<file path="config.mk">
export PLATFORM = sky130hd
export DESIGN_NAME = otter_fetch_ctrl
export DESIGN_NICKNAME = d
export VERILOG_FILES = /design/src/rtl/otter_pkg.sv /design/src/rtl/fetch_skid_buf.sv /design/src/rtl/otter_fetch_ctrl.sv
export SDC_FILE = /design/constraint.sdc
export NUM_CORES = 1
export LEC_CHECK = 0
export ABC_AREA = 1
export BUFFER_PORTS_ARGS = -buffer_cell sky130_fd_sc_hd__buf_2
export CAP_MARGIN = 20
export CORE_UTILIZATION = 25
export DETAILED_ROUTE_END_ITERATION = 12
export GPL_ROUTABILITY_DRIVEN = 0
export PLACE_DENSITY_LB_ADDON = 0.25
export SETUP_SLACK_MARGIN = 0.05
export SLEW_MARGIN = 10
export SYNTH_ARGS = -nofsm -noshare
export SYNTH_HDL_FRONTEND = slang
export SYNTH_SLANG_ARGS = --single-unit
</file>
<file path="constraint.sdc">
create_clock -name CLK -period 1.5 [get_ports CLK]
set_input_delay 0.075 -clock CLK [delete_from_list [all_inputs] [get_ports CLK]]
set_output_delay 0.075 -clock CLK [all_outputs]
set_load 0.02 [all_outputs]
</file>
<file path="src/rtl/otter_pkg.sv">
// -----------------------------------------------------------------------------
// otter_pkg
// Shared types and constants for the OTTER instruction-fetch control stage.
//   pc_src_t      : redirect select coming from execute
//   fetch_state_t : fetch FSM states (RUN = normal fetch, DROP = discard the
//                   outstanding miss, then jump to the pending target)
//   NOP_INSTR     : addi x0,x0,0, placed in IF/ID on reset
//   word_align()  : forces a target onto a 4-byte boundary
// -----------------------------------------------------------------------------
package otter_pkg;

   typedef enum logic [1:0] {
      PC_NEXT   = 2'd0,
      PC_JALR   = 2'd1,
      PC_BRANCH = 2'd2,
      PC_JAL    = 2'd3
   } pc_src_t;

   typedef enum logic {
      RUN  = 1'b0,
      DROP = 1'b1
   } fetch_state_t;

   localparam logic [31:0] NOP_INSTR = 32'h0000_0013;

   // Compressed instructions are not supported, so every target is word
   // aligned; this also clears the JALR LSB.
   function automatic logic [31:0] word_align(input logic [31:0] addr);
      return {addr[31:2], 2'b00};
   endfunction

endpackage

</file>
<file path="src/rtl/fetch_skid_buf.sv">
// -----------------------------------------------------------------------------
// fetch_skid_buf
// One-entry {pc, ir} holding register used when a fetch completes while the
// IF/ID register is stalled.
//   clk_i    : clock
//   rst_ni   : asynchronous active-low reset
//   load_i   : capture pc_i/ir_i and mark the entry valid
//   clear_i  : empty the entry (drain into IF/ID or flush); wins over load_i
//   pc_i     : PC of the captured instruction
//   ir_i     : captured instruction word
//   valid_o  : entry holds an instruction
//   pc_o     : stored PC
//   ir_o     : stored instruction word
// -----------------------------------------------------------------------------
module fetch_skid_buf
   import otter_pkg::*;
(
   input  logic        clk_i,
   input  logic        rst_ni,
   input  logic        load_i,
   input  logic        clear_i,
   input  logic [31:0] pc_i,
   input  logic [31:0] ir_i,
   output logic        valid_o,
   output logic [31:0] pc_o,
   output logic [31:0] ir_o
);

   logic        valid_q;
   logic [31:0] pc_q;
   logic [31:0] ir_q;

   always_ff @(posedge clk_i or negedge rst_ni) begin
      if (!rst_ni) begin
         valid_q <= 1'b0;
         pc_q    <= 32'h0000_0000;
         ir_q    <= NOP_INSTR;
      end else if (clear_i) begin
         valid_q <= 1'b0;
      end else if (load_i) begin
         valid_q <= 1'b1;
         pc_q    <= pc_i;
         ir_q    <= ir_i;
      end
   end

   assign valid_o = valid_q;
   assign pc_o    = pc_q;
   assign ir_o    = ir_q;

endmodule

</file>
<file path="src/rtl/otter_fetch_ctrl.sv">
// -----------------------------------------------------------------------------
// otter_fetch_ctrl
// Instruction-fetch control: owns the PC, selects the next PC, runs the
// request/valid handshake with the instruction cache and loads IF/ID.
//   CLK        : rising-edge clock
//   RST_N      : asynchronous active-low reset
//   PC_SOURCE  : redirect select (0 none, 1 JALR, 2 BRANCH, 3 JAL)
//   JAL/JALR/BRANCH : redirect targets
//   STALL      : IF/ID must hold
//   IC_REQ     : fetch request (from registered state only)
//   IC_ADDR    : fetch address, always the PC
//   IC_VALID   : cache returns IC_DATA for IC_ADDR this cycle
//   IC_DATA    : instruction word
//   IF_VALID   : IF/ID holds a real instruction
//   IF_PC      : PC of the IF/ID instruction
//   IF_IR      : IF/ID instruction word
// -----------------------------------------------------------------------------
module otter_fetch_ctrl
   import otter_pkg::*;
#(
   parameter logic [31:0] RESET_VEC = 32'h0000_0000
)(
   input  logic        CLK,
   input  logic        RST_N,
   input  logic [1:0]  PC_SOURCE,
   input  logic [31:0] JAL,
   input  logic [31:0] JALR,
   input  logic [31:0] BRANCH,
   input  logic        STALL,
   output logic        IC_REQ,
   output logic [31:0] IC_ADDR,
   input  logic        IC_VALID,
   input  logic [31:0] IC_DATA,
   output logic        IF_VALID,
   output logic [31:0] IF_PC,
   output logic [31:0] IF_IR
);

   fetch_state_t state_q;
   logic [31:0]  pc_q;
   logic [31:0]  pend_q;
   logic         if_valid_q;
   logic [31:0]  if_pc_q;
   logic [31:0]  if_ir_q;

   pc_src_t      pc_src;
   logic         redirect;
   logic [31:0]  redir_tgt;
   logic [31:0]  pc_inc;
   logic         xfer;
   logic         miss_pending;

   logic         skid_valid;
   logic [31:0]  skid_pc;
   logic [31:0]  skid_ir;
   logic         skid_load;
   logic         skid_clear;

   assign pc_src   = pc_src_t'(PC_SOURCE);
   assign redirect = (pc_src != PC_NEXT);
   assign pc_inc   = pc_q + 32'd4;   // wraps modulo 2^32

   always_comb begin
      redir_tgt = 32'h0000_0000;
      case (pc_src)
         PC_JALR:   redir_tgt = word_align(JALR);
         PC_BRANCH: redir_tgt = word_align(BRANCH);
         PC_JAL:    redir_tgt = word_align(JAL);
         default:   redir_tgt = 32'h0000_0000;
      endcase
   end

   // Request depends only on registered state: while the skid holds an
   // instruction there is nowhere to put another, so fetch pauses.
   assign IC_REQ       = (state_q == DROP) || !skid_valid;
   assign IC_ADDR      = pc_q;
   assign xfer         = IC_REQ && IC_VALID;
   assign miss_pending = IC_REQ && !IC_VALID;

   // Skid captures a completing fetch only when IF/ID is stalled; a redirect
   // flushes it, and it drains as soon as the stall lifts.
   assign skid_load  = (state_q == RUN) && !redirect && !skid_valid && xfer && STALL;
   assign skid_clear = (state_q == RUN) && (redirect || (skid_valid && !STALL));

   fetch_skid_buf u_skid (
      .clk_i   (CLK),
      .rst_ni  (RST_N),
      .load_i  (skid_load),
      .clear_i (skid_clear),
      .pc_i    (pc_q),
      .ir_i    (IC_DATA),
      .valid_o (skid_valid),
      .pc_o    (skid_pc),
      .ir_o    (skid_ir)
   );

   always_ff @(posedge CLK or negedge RST_N) begin
      if (!RST_N) begin
         state_q    <= RUN;
         pc_q       <= RESET_VEC;
         pend_q     <= 32'h0000_0000;
         if_valid_q <= 1'b0;
         if_pc_q    <= 32'h0000_0000;
         if_ir_q    <= NOP_INSTR;
      end else begin
         case (state_q)
            RUN: begin
               if (redirect) begin
                  // Flush beats stall. With a miss outstanding the PC must
                  // stay put so the cache sees a stable address; park the
                  // target until the miss returns.
                  if_valid_q <= 1'b0;
                  if (miss_pending) begin
                     pend_q  <= redir_tgt;
                     state_q <= DROP;
                  end else begin
                     pc_q <= redir_tgt;
                  end
               end else if (skid_valid) begin
                  if (!STALL) begin
                     if_valid_q <= 1'b1;
                     if_pc_q    <= skid_pc;
                     if_ir_q    <= skid_ir;
                  end
               end else if (xfer) begin
                  pc_q <= pc_inc;
                  if (!STALL) begin
                     if_valid_q <= 1'b1;
                     if_pc_q    <= pc_q;
                     if_ir_q    <= IC_DATA;
                  end
               end else if (!STALL) begin
                  if_valid_q <= 1'b0;
               end
            end
            DROP: begin
               if_valid_q <= 1'b0;
               if (redirect) begin
                  pend_q <= redir_tgt;
               end
               if (IC_VALID) begin
                  // The newest redirect wins if it arrives with the data.
                  pc_q    <= redirect ? redir_tgt : pend_q;
                  state_q <= RUN;
               end
            end
            default: state_q <= RUN;
         endcase
      end
   end

   assign IF_VALID = if_valid_q;
   assign IF_PC    = if_pc_q;
   assign IF_IR    = if_ir_q;

endmodule

</file>
# After elaboration in Yosys (flattened, before gate mapping)
# Index checks and enable logic that the tools add are counted.
[classes]
n_addsub = 1
n_mul = 0
div_mod_pow = 0
order_cmp = 0
n_eq_ne = 12
shift = 0
n_mux = 31
bitwise_logic = 3
n_reduce_logical = 21
[ops]
columns = ["operator", "n"]
rows = [
  ["32-bit two-way mux", 16],
  ["32-bit case mux with 2 select lines", 2],
  ["32-bit case mux with 3 select lines", 1],
  ["32-bit by 3-bit adder with 32-bit output, second input constant", 1],
  ["1-bit two-way mux", 10],
  ["2-bit inequality test, second input constant", 5],
  ["3-bit inequality test, second input constant", 3],
  ["1-bit logical AND", 8],
  ["2-bit nonzero test", 3],
  ["5-bit by 4-bit inequality test with 1-bit output, second input constant", 1],
  ["5-bit AND reduction", 1],
  ["2-bit equality test, second input constant", 2],
  ["1-bit zero test", 4],
  ["1-bit case mux with 2 select lines", 2],
  ["2-bit AND reduction", 2],
  ["4-bit AND reduction", 1],
  ["1-bit NOT", 3],
  ["2-bit by 1-bit equality test with 1-bit output, second input constant", 1],
  ["1-bit logical OR", 2],
]
[totals]
reg_bits = 195
latchBits = 0
mem_bits_rw = 0
mem_bits_ro = 0
inputBits = 134
output_inout_bits = 98
n_memories = 0

# Longest topological paths before layout
# Gate-level depths: netlist (run 1).
[depth]
depth_word = 8
ltp_mapped = 11
mapped_depth_nobuf = 10

# Cells and area by module
# Synthesis (run 1) repeated with hierarchy kept, for this count alone.
[unflattened]
hier_cells = 1299
area_unflattened_um2 = 9748.1
[modules_own_cells]
columns = ["module", "n_inst", "cells_each", "area_each_um2"]
rows = [
  ["otter_fetch_ctrl", 1, 1017, 7135.6],
  ["fetch_skid_buf", 1, 282, 2612.5],
]

# Least setup slack after synthesis (run 1)
# No wires, ideal clock.
[synth_timing]
path_type = "register to register"
startpoint = "register pc_q[3] (netlist: IC_ADDR[3])"
endpoint = "register pc_q[24] (netlist: IC_ADDR[24])"
setup_ps = 128
arrival_ps = 1602
t_required_ps = 1372
setup_slack_ps = -230
stages_incl_launch_ff = 11
path_cell_list = "dfrtp_1 > ha_1 > nand3_1 > nor2_1 > nand2_1 > inv_1 > nand2_1 > o21ai_0 > nand2_1 > nand2_1 > o21ai_0"
[synth_via]
elab_chain_len = 5
[synth_rtl]
columns = ["item", "line_no", "text"]
rows = [
  ["start: declaration", "otter_fetch_ctrl.sv:40", "logic [31:0] pc_q;"],
  ["start signal: assignment", "otter_fetch_ctrl.sv:117", "pc_q <= redir_tgt;"],
  ["start signal: assignment", "otter_fetch_ctrl.sv:126", "pc_q <= pc_inc;"],
  ["start signal: assignment", "otter_fetch_ctrl.sv:143", "pc_q <= redirect ? redir_tgt : pend_q;"],
  ["32-bit by 3-bit adder with 32-bit output", "otter_fetch_ctrl.sv:61", "assign pc_inc = pc_q + 32'd4;"],
  ["32-bit two-way mux", "otter_fetch_ctrl.sv:125", "end else if (xfer) begin"],
  ["32-bit two-way mux", "otter_fetch_ctrl.sv:119", "end else if (skid_valid) begin"],
  ["32-bit two-way mux", "otter_fetch_ctrl.sv:108", "if (redirect) begin"],
  ["32-bit case mux with 2 select lines", "otter_fetch_ctrl.sv:106", "case (state_q)"],
]
# Every way passes these cells. The select of a mux whose other input is x is not followed.
# A chain may end at the register's enable or synchronous reset.

# Final worst setup path (run 1)
[layout_timing]
startpoint = "register state_q"
endpoint = "register pc_q[28] (netlist: IC_ADDR[28])"
[layout_via]
elab_chain_len = 4
elab_cells_between_ends = 10
classes_between = "eq/ne (4); mux (1); bitwise (1); reduce/logical (4)"
[layout_rtl]
columns = ["item", "line_no", "text"]
rows = [
  ["start: declaration", "otter_fetch_ctrl.sv:39", "fetch_state_t state_q;"],
  ["start signal: assignment", "otter_fetch_ctrl.sv:99", "state_q <= RUN;"],
  ["start signal: assignment", "otter_fetch_ctrl.sv:115", "state_q <= DROP;"],
  ["start signal: assignment", "otter_fetch_ctrl.sv:144", "state_q <= RUN;"],
  ["1-bit logical OR", "otter_fetch_ctrl.sv:75", "assign IC_REQ = (state_q == DROP) || !skid_valid;"],
  ["1-bit logical AND (on tied branches)", "otter_fetch_ctrl.sv:78, otter_fetch_ctrl.sv:77", ""],
  ["3-bit inequality test (no line)", "--", ""],
  ["4-bit AND reduction (no line)", "--", ""],
]
# Parallel ways exist; a longest one is shown, timed or not.

==> results of run 1 <==
## registers in the layout, indices dropped and copies added, names as in the netlist
signal,count
IF_PC,32
u_skid.valid_o,1
state_q,1
u_skid.ir_o,32
u_skid.pc_o,32
IF_VALID,1
pend_q,32
IC_ADDR,32
IF_IR,32
## synthesized netlist by cell type (2+ instances only)
master and n:
sky130_fd_sc_hd__a22o_1 2, sky130_fd_sc_hd__nand2_2 3, sky130_fd_sc_hd__clkbuf_1 13, sky130_fd_sc_hd__dfstp_2 6, sky130_fd_sc_hd__nand3_1 32, sky130_fd_sc_hd__buf_6 7
sky130_fd_sc_hd__nand4_1 2, sky130_fd_sc_hd__o21ai_1 22, sky130_fd_sc_hd__dfrtp_1 189, sky130_fd_sc_hd__a221oi_1 2, sky130_fd_sc_hd__a22oi_1 2, sky130_fd_sc_hd__o22ai_1 8
sky130_fd_sc_hd__a31oi_1 69, sky130_fd_sc_hd__nor2_2 4, sky130_fd_sc_hd__buf_4 14, sky130_fd_sc_hd__and2_1 2, sky130_fd_sc_hd__a21oi_1 45, sky130_fd_sc_hd__inv_2 9
sky130_fd_sc_hd__nand2_4 2, sky130_fd_sc_hd__nand2_1 546, sky130_fd_sc_hd__o31ai_1 2, sky130_fd_sc_hd__buf_2 33, sky130_fd_sc_hd__nor2_1 140, sky130_fd_sc_hd__nor2_4 4
sky130_fd_sc_hd__nor3_1 5, sky130_fd_sc_hd__o21ai_0 46, sky130_fd_sc_hd__inv_1 45, sky130_fd_sc_hd__a211oi_1 4, sky130_fd_sc_hd__nor3_2 3, sky130_fd_sc_hd__xor2_1 2
## per-stage QoR
stage / power (mW) / hold slack [ns]
final: 18.1 / 0.0242
after global routing: 19.2 / 0.0251
after CTS: 17.9 / 0.00651
after detailed placement: 13.0 / 0.0216
after global placement: 12.9 / 0.0227
after floorplan: 10.5 / -0.221
## layer usage
| metal | vias to the layer above | GRT usage | share of wire |
|---|---|---|---|
| met5 | - | 0 | 0 |
| met1 | 4585 | 0.233 | 0.47 |
| met4 | 0 | 0.0511 | 0.020 |
| met3 | 33 | 0.0315 | 0.058 |
| li1 | 4892 | - | - |
| met2 | 317 | 0.265 | 0.45 |
## timing repair
item / in CTS / in global routing
endpoints found under the setup margin: 140 / 175
setup buffers: 16 / 8
hold buffers: 50 / 0
gates cloned: 4 / 12
pin swaps: 6 / 34
endpoints found under the hold margin: 276 / 0
resized for setup: 49 / 122
## critical path: stages (launching register included)
cell	delay, ns
sky130_fd_sc_hd__dfrtp_1	0.39
sky130_fd_sc_hd__inv_2	0.11
sky130_fd_sc_hd__buf_12	0.11
sky130_fd_sc_hd__nand2_4	0.06
sky130_fd_sc_hd__nand2_4	0.09
sky130_fd_sc_hd__o21ai_4	0.07
sky130_fd_sc_hd__buf_12	0.15
sky130_fd_sc_hd__buf_8	0.13
sky130_fd_sc_hd__buf_12	0.12
sky130_fd_sc_hd__buf_16	0.14
sky130_fd_sc_hd__nor2_2	0.08
sky130_fd_sc_hd__a21oi_1	0.04
## layout make-up
class                           count  area [µm²]
Fill cell                        3946       23300
Sequential cell                   195        4910
Multi-Input combinational cell    954        4610
Timing Repair Buffer              432        3550
Tap cell                          511         639
Clock buffer                       20         457
Inverter                           54         226
Clock inverter                     11         104
Timing Repair inverter              1        5.00
## power groups by stage
stage                     registers, mW  logic, mW  clock network [mW]
after floorplan                    8.48       2.04                   0
after detailed placement           7.66       5.35                   0
after CTS                          7.55       5.67                4.70
after global routing               7.77       6.52                4.93
after global placement             7.62       5.30                   0
final                              7.59       5.91                4.57
## cell usage in the layout (no fill, tap or decap), drive strengths merged, types with 2 or more instances in the layout
| cell | synthesis | routed |
|---|---|---|
| inv | 54 | 54 |
| a21oi | 45 | 45 |
| clkinvlp | 0 | 6 |
| a211oi | 4 | 4 |
| xor2 | 2 | 2 |
| dfstp | 6 | 6 |
| a22o | 2 | 2 |
| nand2 | 551 | 551 |
| clkinv | 0 | 5 |
| a221oi | 2 | 2 |
| nand4 | 2 | 2 |
| and2 | 2 | 2 |
| o22ai | 8 | 8 |
| nand3 | 32 | 32 |
| clkbuf | 13 | 29 |
| dlygate4sd3 | 0 | 50 |
| a31oi | 69 | 69 |
| dfrtp | 189 | 189 |
| o31ai | 2 | 2 |
| buf | 54 | 373 |
| o21ai | 69 | 69 |
| nor2 | 148 | 148 |
| nor3 | 8 | 8 |
| a22oi | 2 | 2 |
## worst min-delay path by stage
stage                                  endpoint  startpoint
global route             IC_ADDR[8]$_DFFE_PN0P_      JAL[8]
finish                   pend_q[17]$_DFFE_PN0P_  BRANCH[17]
CTS                      pend_q[24]$_DFFE_PN0P_     JAL[24]
detailed placement        IF_IR[23]$_DFFE_PN0P_       RST_N
floorplan                IC_ADDR[0]$_DFFE_PN0P_       RST_N
global placement    u_skid.ir_o[28]$_DFFE_PN0P_       RST_N
## cells by family after synthesis
logic type,count (synthesis)
AOI/OAI and AO/OA,207
DFF,195
and+or+nand+nor,744
adders and majority gates,1
xor gates and xnor gates,2
buffers and inverters,121
==> results, run 1 <==
- The run finished, with violations left.
- The final reports fail on setup timing.
- After synthesis the cells add up to 9640 µm².
- The detail-routed net length per standard cell is 15.7 µm.
- The internal power of the cells totals 11.5 mW.
- After technology mapping, the gate count stands at 1270.
- Global routing finished with a remaining overflow of 0.
- The clock reaches the later pin of the worst-skew pair after 0.45 ns.
- The count of nets after finishing is 1790.
- The cell depth of the worst flop-to-flop path is 11.
- After synthesis, the cell types taking the most area are sky130_fd_sc_hd__dfrtp_1, sky130_fd_sc_hd__nand2_1, sky130_fd_sc_hd__nor2_1.
- Clock skew on the completed layout was measured at 0.0125 ns.
- The cell type with the highest aggregate area in the netlist is sky130_fd_sc_hd__dfrtp_1.
- Compared with the post-synthesis result, the final layout area differs by 50.4%.
- The CTS buffer count is 17.
- The net switching power is 6.58 mW.
- The largest family of logic cells by synthesized area is simple AND/OR/NAND/NOR gates.
- TritonCTS built the clock tree.
- The fraction of the mapped netlist area in compound gates came to 0.124.
- The startpoint of the worst setup timing path is state_q$_DFF_PN0_.
- The number of antenna violations at the first check in global routing is 0.
- Across all register-to-register paths, the minimum setup slack is -0.1 ns.
- The tool flagged a number of max-cap violations equal to 0.
- The share of total power dissipated in combinational logic is 0.327.
- CTS placed an instance of sky130_fd_sc_hd__clkbuf_16 at the clock tree root.
- The number of DRC violations after detailed routing is 0.
- For this run, asynchronously set or reset flops after synthesis account for 1.00.
- The data required time at the worst endpoint is 1.83 ns.
- When the netlist entered floorplanning its net count stood at 1405.
- Before antenna repair, the detailed router went through 7 iterations.
- The worst setup path is captured at a register.
- In this run the critical register-to-register path is captured at IC_ADDR[28]$_DFFE_PN0P_.
- The highest clock rate is 626 MHz.
- The half-perimeter wire length of the detailed placement result is 23600 µm.
- The core area is 37800 µm².
- The clock tree synthesis step divided the H-tree into 4 levels.
- Synthesis inferred 195 register bits.
- The worst setup slack before clock tree synthesis is -0.166 ns.
- The worst hold path depth is 5.
- Across all setup checks in the final design, the least slack found is -0.0975 ns.
- In this run the worst path has a maximum fanout of 8.
- The clock-pin slew reported for the worst setup and hold paths after clock tree synthesis is 0.08 ns.
- The global-route total usage across every layer is 0.168.
- The start-to-end type of the worst setup path is reg -> reg.
- For this run, the leading register cell type out of synthesis is sky130_fd_sc_hd__dfrtp_1.
- The worst path arrival time is 1.93 ns.
- Measured against its own limit, the worst slew margin works out to 0.612.
- Of the total power, the share spent switching nets is 0.364.
- The horizontal extent of the die is 198 µm.
- Of the cells placed in the final design, the portion with a size suffix greater than 1 is 0.329.
- The fraction of synthesized cell area in xor and xnor cells is 0.00182.
- Of the total power, registers draw 0.420.
- The number of inserted diodes is 0.
- The relative contribution of the clock network to total power is 0.253.
- The final instance area is 14500 µm².
- Of the total synthesized cell area, the portion taken by AND, OR, NAND and NOR gates is 0.304.
- The first global-routing pass estimated 50800 µm of wire.
- For this block, the via count after detailed routing is 9827.
- The mean area per synthesized cell is 7.59 µm².
- The core occupancy in the finished layout is 0.383.
- The Yosys step of the flow raised 0 warnings.
- The adder and majority gate portion of the synthesized area is 0.00130.
- The critical path startpoint category is a register.
- After layout, the minimum clock period comes to 1.60 ns.
- The sequential element share of the synthesized area is 0.507.
- The count of nets left with antenna violations once routing finished came out at 0.
- The maximum number of pins on one net before global-route repair is 43.
- The worst-case IR drop observed on VDD is 0.646 mV.
- Setup repair after global routing could not meet its margin everywhere.
- The critical path ends at IC_ADDR[28]$_DFFE_PN0P_.
- The starting DRC count in detailed routing is 575.
- The total length of routed wires is 34100 µm.
- Measured against the total synthesized area, the mux share comes to 0.
- For the pin with the worst max-slew slack, the measured transition is 0.581 ns.
- The share of the clock period used by the worst path after layout is 1.06.
- Setup violations remaining at the end of the flow were counted as 129.
- The worst hold path belongs to the class in -> reg.
- The post-detailed-placement cell area is 12200 µm².
- The leakage power is 6.99 nW.
- The die covers 39400 µm².
- The die span in y is 198 µm.
- The number of max-slew violations in the final report is 0.
- The sink count of the clock tree is 195.
- The initialized floorplan defines 71 standard-cell rows.
- The share of synthesized area in the top cell type comes to 0.490.
- The number of distinct standard cells referenced by the synthesized netlist is 37.
- The power density relative to cell area is 1250 nW/µm².
- The finished layout holds 2178 standard cells, fillers aside.
- The number of failing hold endpoints at the final stage came to 0.
- The number of enable-type register cells in the synthesized netlist is 0.
- After detailed routing, the number of vias per cell comes to 4.51.
- The initial utilization of the core area, before any placement, comes to 0.255.
- The top-level port count is 232.
- Counting tap cells, the placed design contains a total of 2057 instances.
- The via count of the first global-routing pass is 9033.
- The critical register-to-register path startpoint is state_q$_DFF_PN0_.
- The summed negative setup slack over all endpoints is -5.45 ns.
- During placement, the flow inserted port buffers numbering 225.
- The clock passes through at most 2 buffers.
(Power assumes the default switching activity.)
==> run 2, diff against run 1 <==
Settings changed: SYNTH_HIERARCHICAL set to 1.
==> run 2 against run 1 <==
Against the previous run: the flow still finishes with violations (setup timing); clock skew shrank 0.0017 ns; combinational power is 13% lower; final area grew 1.5%; cell count grew 1.2%; area after synthesis is 1.1% higher; clock-buffer cell count rose by 1.
==> results, run 2 <==
- The cell depth of the worst setup path is 10 (-1).
- The relative contribution of the clock network to total power is 0.287 (+0.034).
- The synthesized flop and latch total is 195 (unchanged).
- The number of inserted diodes is 0 (unchanged).
- The number of max-cap violations is 0 (unchanged).
- The net switching power is 5.94 mW (-9.7%).
- The sequential element share of the synthesized area was 0.501 (-0.00546).
- The highest clock rate came to 633 MHz (+1.1%).
- The startpoint of the worst setup timing path is state_q$_DFF_PN0_.
- The actual slew at the worst max-slew pin is 0.527 ns (-0.0541 ns).
- The most frequently used flop master after synthesis is sky130_fd_sc_hd__dfrtp_1.
- The register-to-register setup slack came to -0.08 ns (+0.02 ns).
- The cell depth of the worst flop-to-flop path is 10 (-1).
- The remaining max-slew budget at the tightest pin came to 0.649 (+0.0370).
- The cell chosen for the clock root is sky130_fd_sc_hd__clkbuf_16.
- In this run the critical register-to-register path is launched from state_q$_DFF_PN0_.
- The number of distinct standard cells referenced by the synthesized netlist is 35 (-5.4%).
- The deepest clock path buffer count is 2 (unchanged).
- The clock-pin slew reported for the worst setup and hold paths after clock tree synthesis was 0.07 ns (about the same).
- The final setup skew is 0.0108 ns (-0.00170 ns).
- The horizontal extent of the die is 199 µm (+0.54%).
- The share of the clock period used by the worst path after layout is 1.05 (-0.0118).
- The share of the synthesized area in the top cell type came to 0.485 (-0.00529).
- The buffering stage count on the worst path with inverters included was 4 (-2).
- TritonCTS built the clock tree.
- The CTS buffer count is 17 (unchanged).
- The signal on the critical path passes through inv_2 > nand2_4 > inv_2 > nand2_2 > nor3_4 > buf_6 > nand2_8 > clkbuf_16 > nand2_2 > nand2_1.
- The leakage power was 7.08 nW (+1.2%).
- The last element of the critical path is u_skid/ir_o[17]$_DFFE_PN0P_.
- The power after layout is 17.3 mW (-4.2%).
- The starting DRC count in detailed routing is 525 (-8.7%).
- The proportion of power drawn by combinational gates was 0.296 (-0.031).
- By startpoint and endpoint, the worst setup path is classified as reg -> reg.
- The share of synthesized flip-flops with an asynchronous set or reset is 1.00 (unchanged).
- The worst ir drop on vdd is 0.645 mV (-0.24%).
- The global-route total usage across every layer is 0.172 (+0.00367).
- The area of the mapped netlist is 9750 µm² (+1.1%).
- The switching share of power is 0.343 (-0.0210).
- The total length of routed wires is 34700 µm (+1.7%).
- The number of failing hold endpoints at the final stage is 0 (unchanged).
- The maximum number of pins on one net before global-route repair is 51 (+19%).
- The number of port buffers is 225 (unchanged).
- In this run the critical register-to-register path is captured at u_skid/ir_o[17]$_DFFE_PN0P_.
- The largest stage delay on the critical path is 0.42 ns (+0.03 ns).
- In the layout the commonest cells are sky130_fd_sc_hd__nand2_1, sky130_fd_sc_hd__buf_2, sky130_fd_sc_hd__dfrtp_1.
- The share of total power in sequential cells came to 0.416 (-0.004).
- The checks that failed: setup timing.
- The post-route antenna net violation count is 0 (unchanged).
- The minimum setup slack in the final design came to -0.0798 ns (+0.0177 ns).
- The data required time at the worst endpoint is 1.83 ns (about the same).
- The type of the tightest min-delay check is in -> reg.
- The sink count of the clock tree is 195 (unchanged).
- The via count is 9831 (+0.041%).
- The share of layout cells above drive strength 1 is 0.357 (+0.0274).
- The core area is 38000 µm² (+0.47%).
- The largest fanout of any net on the critical path was 8 (unchanged).
- The most frequent cell after synthesis is sky130_fd_sc_hd__nand2_1.
- By area the synthesized netlist is led by sky130_fd_sc_hd__dfrtp_1, sky130_fd_sc_hd__nand2_1, sky130_fd_sc_hd__nor2_1.
- The run finished, with violations left.
- The number of core rows came to 71 (unchanged).
- The worst path arrival time is 1.91 ns (-0.02 ns).
- The die span in y was 199 µm (+0.54%).
- The total nets after synthesis is 1434 (+2.1%).
- The number of max-slew violations in the final report is 0 (unchanged).
- The die area is 39800 µm² (+1.1%).
- The wire length of the first global-routing pass was 52400 µm (+3.2%).
- The number of setup violations in the final report was 78 (-40%).
- Setup repair after global routing could not meet its margin everywhere.
- The critical path startpoint category is a register.
- The via count of the first global-routing pass came to 9338 (+3.4%).
- The area growth from synthesis to layout is 51.0%.
- The detail-routed net length per standard cell is 15.7 µm (+0.48%).
- The worst hold slack after final layout is 0.000174 ns (-0.0240 ns).
- The mean area per synthesized cell is 7.50 µm² (-1.2%).
- The initial core utilization is 0.256 (+0.00157).
- The number of instances in the synthesized netlist is 1299 (+2.3%).
- The sort of element at the end of the critical path is a register.
- The total of warnings raised by yosys came to 6 (+6).
- The half-perimeter wire length of the detailed placement result is 23700 µm (+0.69%).
- The clock insertion delay at the later pin of the skew report is 0.45 ns (about the same).
- The power density relative to cell area came to 1180 nW/µm² (-5.6%).
- The top-level port count was 232 (unchanged).
- The cell type with the highest aggregate area in the netlist is sky130_fd_sc_hd__dfrtp_1.
- The number of antenna violations at the first check in global routing came to 0 (unchanged).
- The number of levels in the clock H-tree came to 4 (unchanged).
- The number of DRC violations after detailed routing is 0 (unchanged).
- The post-route minimum period is 1.58 ns (-0.0177 ns).
- The number of enable-type register cells in the synthesized netlist was 0 (unchanged).
- The residual overflow from global routing is 0 (unchanged).
- Broken down by cell family, the worst path's largest delay share belongs to buffers and inverters.
- The slowest stage of the critical path belongs to the cell sky130_fd_sc_hd__dfrtp_1.
- Counting instances in the post-synthesis netlist gives the leading cell types as sky130_fd_sc_hd__nand2_1, sky130_fd_sc_hd__dfrtp_1, sky130_fd_sc_hd__nor2_1, sky130_fd_sc_hd__nand3_1, sky130_fd_sc_hd__a31oi_1.
- The commonest non-fill, non-tap cell in the layout is sky130_fd_sc_hd__nand2_1.
- The count of nets after finishing is 1816 (+1.5%).
- The internal power component is 11.4 mW (-1.0%).
- The number of detailed-routing iterations run before antenna repair is 5 (-2).
- The via-per-instance ratio is 4.46 (-1.1%).
-- run 2: changes by cell type in the layout (fill, tap and decap cells not counted), sizes merged, moves of 6 or more --
cell | before | now
nand4 | 2 | 9
o21ai | 69 | 47
inv | 54 | 46
o22ai | 8 | 2
buf | 373 | 388
nand3 | 32 | 101
-- run 2: cell type report --
| class | instances | area (µm²) |
|---|---|---|
| flip-flops and latches | 195 | 4900 |
| repair buffers | 439 | 3450 |
| clock inverters | 10 | 145 |
| multi-input cells | 985 | 4920 |
| well taps | 511 | 639 |
| inverters | 43 | 176 |
| clock buffers | 21 | 480 |
| fillers | 3966 | 23300 |
-- run 2: metal layers --
layer | up-vias | track usage | wire (µm)
met2 | 271 | 0.288 | 16600
met4 | 0 | 0.0382 | 388
met3 | 24 | 0.0336 | 1900
met1 | 4552 | 0.229 | 15800
met5 | - | 0 | 0
li1 | 4984 | - | -
-- run 2: worst reg2reg max path: cells and delay by family, from the launching register on --
| family | cells | cell delay (ns) |
|---|---|---|
| buf+inv | 4 | 0.54 |
| flops | 1 | 0.42 |
| simple gates | 6 | 0.51 |
-- run 2: power by group through the flow --
stage	combinational, mW	sequential, mW	clock (mW)
after floorplan	1.69	7.93	0
after global placement	4.46	7.22	0
after detailed placement	4.51	7.25	0
after CTS	4.86	7.16	5.12
after global routing	5.66	7.36	5.31
final	5.13	7.20	4.98
-- run 2: cells by family after synthesis --
logic type / synth area share
adder cells (fa/ha/maj): 0.00128
buffers and inverters: 0.0615
XOR/XNOR: 0.00180
AO/OA/AOI/OAI: 0.0982
flip-flops: 0.501
multiplexers: 0.00308
AND/OR/NAND/NOR: 0.333
-- run 2: worst min path at each step --
stage / from / end / slack, ns / cells after the start
2_1_floorplan: RST_N / IC_ADDR[0]$_DFFE_PN0P_ / -0.22 / 0
3_3_place_gp: RST_N / IF_IR[6]$_DFFE_PN0P_ / 0.08 / 1
3_5_place_dp: RST_N / IF_IR[6]$_DFFE_PN0P_ / 0.09 / 1
4_1_cts: BRANCH[29] / pend_q[29]$_DFFE_PN0P_ / 0.0008 / 5
5_1_grt: BRANCH[23] / pend_q[23]$_DFFE_PN0P_ / 0.02 / 5
6_report: BRANCH[29] / pend_q[29]$_DFFE_PN0P_ / 0.0002 / 5
-- run 2: per-stage QoR --
step | instances | setup TNS [ns] | util | worst slack (ns) | instance area, µm²
floorplan | 1299 | -6.09 | - | -0.0983 | 9850
global placement | 2084 | -3.55 | 0.324 | -0.0925 | 12300
detailed placement | 2084 | -6.33 | 0.324 | -0.144 | 12300
CTS | 2187 | -2.11 | 0.371 | -0.0669 | 14100
global route | 2204 | -13.02 | 0.387 | -0.161 | 14700
finish | 2204 | -3.14 | 0.387 | -0.0798 | 14700
-- run 2: repair_timing --
action / 4_1_cts / 5_1_grt
setup buffers: 19 / 12
pin swaps: 46 / 32
cloned: 8 / 6
endpoints found under the hold margin: 146 / 0
endpoints found under the setup margin: 99 / 184
gates resized for setup: 101 / 131
hold buffers: 45 / 0
==> run 3, diff against run 2 <==
Settings changed: ABC_AREA 1 to not set, CORE_MARGIN set to 2, SLEW_MARGIN 10 to not set.
==> run 3 against run 2 <==
Against the previous run: the run still ends with setup timing left; final area increased by 3.2%; non-clock buffer count increased by 10; fmax decreased by 18%; first-iteration DRC count decreased by 36%; via count decreased by 12%; clock skew increased by 0.0030 ns; total power increased by 1.8%; worst hold slack improved by 0.014 ns; die area increased by 4.3%; clock-buffer cell count decreased by 4; wire length decreased by 4.2%.
==> results, run 3 <==
- The top-level port count is 232 (unchanged).
- The startpoint identified for the worst hold timing path is JALR[24].
- The number of levels in the clock H-tree was 4 (unchanged).
- The sink count of the clock tree is 195 (unchanged).
- The core occupancy in the finished layout is 0.384 (-0.00322).
- The remaining max-slew budget at the tightest pin is 0.666 (+0.0170).
- The final setup skew is 0.0138 ns (+0.00299 ns).
- The mean area per synthesized cell is 10.9 µm² (+45%).
- The minimum setup slack in the final design came to -0.423 ns (-0.343 ns).
- The run finished, with violations left.
- For this run, the leading register cell type out of synthesis is sky130_fd_sc_hd__dfrtp_1.
- The highest clock rate was 520 MHz (-18%).
- The number of distinct standard cells referenced by the synthesized netlist is 63 (+80%).
- The final instance area is 15200 µm² (+3.2%).
- The cell type with the highest aggregate area in the netlist is sky130_fd_sc_hd__dfrtp_1.
- The wire length of the first global-routing pass came to 50400 µm (-3.8%).
- The destination of the worst hold path is pend_q[24]$_DFFE_PN0P_.
- The number of port buffers is 225 (unchanged).
- The data required time at the worst endpoint is 1.84 ns (about the same).
- The total of fill cells in the finished design is 3894 (-1.8%).
- The number of failing hold endpoints at the final stage came to 0 (unchanged).
- The number of antenna violations at the first check in global routing is 1 (+1).
- The die area was 41500 µm² (+4.3%).
- The critical register-to-register path startpoint is state_q$_DFF_PN0_.
- By instance count, the leading cell after synthesis is sky130_fd_sc_hd__dfrtp_1.
- The starting DRC count in detailed routing is 336 (-36%).
- The number of max-cap violations was 0 (unchanged).
- The via-per-instance ratio came to 4.69 (+5.0%).
- The commonest non-fill, non-tap cell in the layout is sky130_fd_sc_hd__buf_2.
- The global-route total usage across every layer is 0.157 (-0.0152).
- The half-perimeter wire length of the detailed placement result came to 22700 µm (-4.4%).
- The actual slew at the worst max-slew pin is 0.501 ns (-0.0256 ns).
- The count of placed standard cells including taps is 1734 (-17%).
- The via count is 8677 (-12%).
- The maximum number of pins on one net before global-route repair came to 50 (-2.0%).
- The worst ir drop on vdd is 0.506 mV (-21%).
- The deepest clock path buffer count is 2 (unchanged).
- The summed negative setup slack over all endpoints is -53.78 ns (-50.64 ns).
- The count of nets after finishing is 1449 (-20%).
- By count the netlist is led by sky130_fd_sc_hd__dfrtp_1, sky130_fd_sc_hd__nor2_1, sky130_fd_sc_hd__a21oi_1, sky130_fd_sc_hd__mux2i_1, sky130_fd_sc_hd__nand2_1.
- The number of detailed-routing iterations run before antenna repair is 5 (unchanged).
- The total of warnings raised by yosys is 6 (unchanged).
- The core area is 39500 µm² (+4.0%).
- The share of the synthesized area in the top cell type is 0.474 (-0.0110).
- The residual overflow from global routing is 0 (unchanged).
- The share of layout cells above drive strength 1 came to 0.532 (+0.175).
- The area of the mapped netlist is 9970 µm² (+2.3%).
- The initial core utilization came to 0.252 (-0.00421).
- The via count of the first global-routing pass came to 8750 (-6.3%).
- The post-route minimum period is 1.92 ns (+0.343 ns).
- Leaving out fill and tap cells, the most frequent cells in the layout are sky130_fd_sc_hd__buf_2, sky130_fd_sc_hd__dfrtp_1, sky130_fd_sc_hd__buf_4.
- The sort of element at the end of the critical path is a register.
- The start-to-end type of the worst setup path is reg -> reg.
- The cell depth of the worst flop-to-flop path is 8 (-2).
- The clock insertion delay at the later pin of the skew report is 0.47 ns (+0.02 ns).
- The synthesized flop and latch total was 195 (unchanged).
- Setup repair after global routing could not meet its margin everywhere.
- The worst path arrival time came to 2.26 ns (+0.35 ns).
- The largest fanout of any net on the critical path is 7 (-1).
- The total length of routed wires came to 33300 µm (-4.2%).
- The type of the tightest min-delay check is in -> reg.
- The number of core rows is 73 (+2.8%).
- The clock-pin slew reported for the worst setup and hold paths after clock tree synthesis is 0.08 ns (about the same).
- The number of DRC violations after detailed routing was 0 (unchanged).
- The total nets after synthesis is 1053 (-27%).
- The number of inserted diodes came to 0 (unchanged).
- The number of instances in the synthesized netlist is 918 (-29%).
- The sequential element share of the synthesized area was 0.490 (-0.0113).
- The CTS tree is built.
- The share of synthesized flip-flops with an asynchronous set or reset is 1.00 (unchanged).
- By area the synthesized netlist is led by sky130_fd_sc_hd__dfrtp_1, sky130_fd_sc_hd__mux2_4, sky130_fd_sc_hd__mux2i_1.
- The final cell count without fillers is 1852 (-16%).
- The number of enable-type register cells in the synthesized netlist came to 0 (unchanged).
- The horizontal extent of the die is 204 µm (+2.1%).
- The worst hold path depth is 3 (-2).
- The tree is rooted in a sky130_fd_sc_hd__clkbuf_16.
- The CTS buffer count is 17 (unchanged).
- The post-detailed-placement cell area was 12700 µm² (+3.2%).
- The detail-routed net length per standard cell is 18.0 µm (+14%).
- The critical path startpoint category is a register.
- The checks that failed: setup timing.
- The destination of the worst register-to-register timing path is IF_IR[28]$_DFFE_PN0P_.
- The register-to-register setup slack is -0.42 ns (-0.34 ns).
- The number of setup violations in the final report is 176 (+130%).
- Relative to the synthesized area, the layout overhead comes to 52.2%.
- The share of the clock period used by the worst path after layout is 1.28 (+0.229).
- The number of max-slew violations in the final report is 0 (unchanged).
- The die span in y is 204 µm (+2.1%).
- The leakage power was 6.63 nW (-6.3%).
- The post-route antenna net violation count was 0 (unchanged).
- The power after layout was 17.6 mW (+1.8%).
- The power density relative to cell area came to 1160 nW/µm² (-1.3%).
run 3: worst max-delay path, stage by stage (launching register included):
cell and delay [ns]:
sky130_fd_sc_hd__dfrtp_1 0.38, sky130_fd_sc_hd__or3_4 0.42, sky130_fd_sc_hd__buf_8 0.14, sky130_fd_sc_hd__nor3_4 0.20
sky130_fd_sc_hd__buf_6 0.17, sky130_fd_sc_hd__buf_12 0.17, sky130_fd_sc_hd__buf_12 0.12, sky130_fd_sc_hd__clkbuf_16 0.14
sky130_fd_sc_hd__a21oi_2 0.05
run 3: power breakdown:
group	total, mW	switching [mW]	leakage, nW	internal [mW]
clock network	4.66	2.32	0.277	2.34
logic	5.60	2.89	4.00	2.71
registers	7.38	0.882	2.35	6.49
total	17.6	6.09	6.63	11.5
run 3: logic make-up after synthesis:
kind of cell,synth area share
AND/OR/NAND/NOR,0.114
AO/OA/AOI/OAI,0.147
flip-flops,0.490
multiplexers,0.195
buffers and inverters,0.0526
XOR/XNOR,0.000878
adder cells (fa/ha/maj),0.00125
run 3: how the worst max path moves through the flow:
stage,from,to,slack [ns],cells past startpoint
floorplan,state_q$_DFF_PN0_,u_skid/ir_o[10]$_DFFE_PN0P_,-0.67,9
global placement,state_q$_DFF_PN0_,u_skid/pc_o[29]$_DFFE_PN0P_,-0.38,6
detailed placement,state_q$_DFF_PN0_,u_skid/pc_o[28]$_DFFE_PN0P_,-0.40,6
CTS,state_q$_DFF_PN0_,u_skid/ir_o[11]$_DFFE_PN0P_,-0.37,6
global route,state_q$_DFF_PN0_,u_skid/ir_o[15]$_DFFE_PN0P_,-0.48,6
finish,state_q$_DFF_PN0_,IF_IR[28]$_DFFE_PN0P_,-0.42,8
run 3: layer usage:
layer,vias to the layer above,track usage,share of wire
met4,2,0.0472,0.015
met1,4269,0.213,0.46
met2,265,0.251,0.48
li1,4107,-,-
met5,-,0,0.00039
met3,34,0.0321,0.047
run 3: timing repair:
| action | 4_1_cts | 5_1_grt |
|---|---|---|
| buffers inserted | 15 | 12 |
| cloned | 7 | 12 |
| pin swaps | 13 | 14 |
| hold buffers | 47 | 0 |
| gates resized for setup | 34 | 210 |
| endpoints found under the hold margin | 268 | 0 |
| endpoints found under the setup margin | 193 | 194 |
run 3: final cells by class:
| class | instances | area, µm² | share of cell area |
|---|---|---|---|
| multi-input combinational | 647 | 5380 | 0.354 |
| tap | 525 | 657 | 0.0433 |
| clock inverter | 15 | 150 | 0.00989 |
| clock buffer | 17 | 425 | 0.0280 |
| inverter | 4 | 15.0 | 0.000989 |
| sequential | 195 | 4910 | 0.324 |
| timing repair buffer | 449 | 3640 | 0.240 |
run 3: through the flow:
stage / setup WS [ns] / hold WS, ns
global route: -0.478 / 0.0233
detailed placement: -0.405 / 0.0601
finish: -0.423 / 0.0140
floorplan: -0.667 / -0.221
CTS: -0.367 / 0.00200
global placement: -0.382 / 0.0609
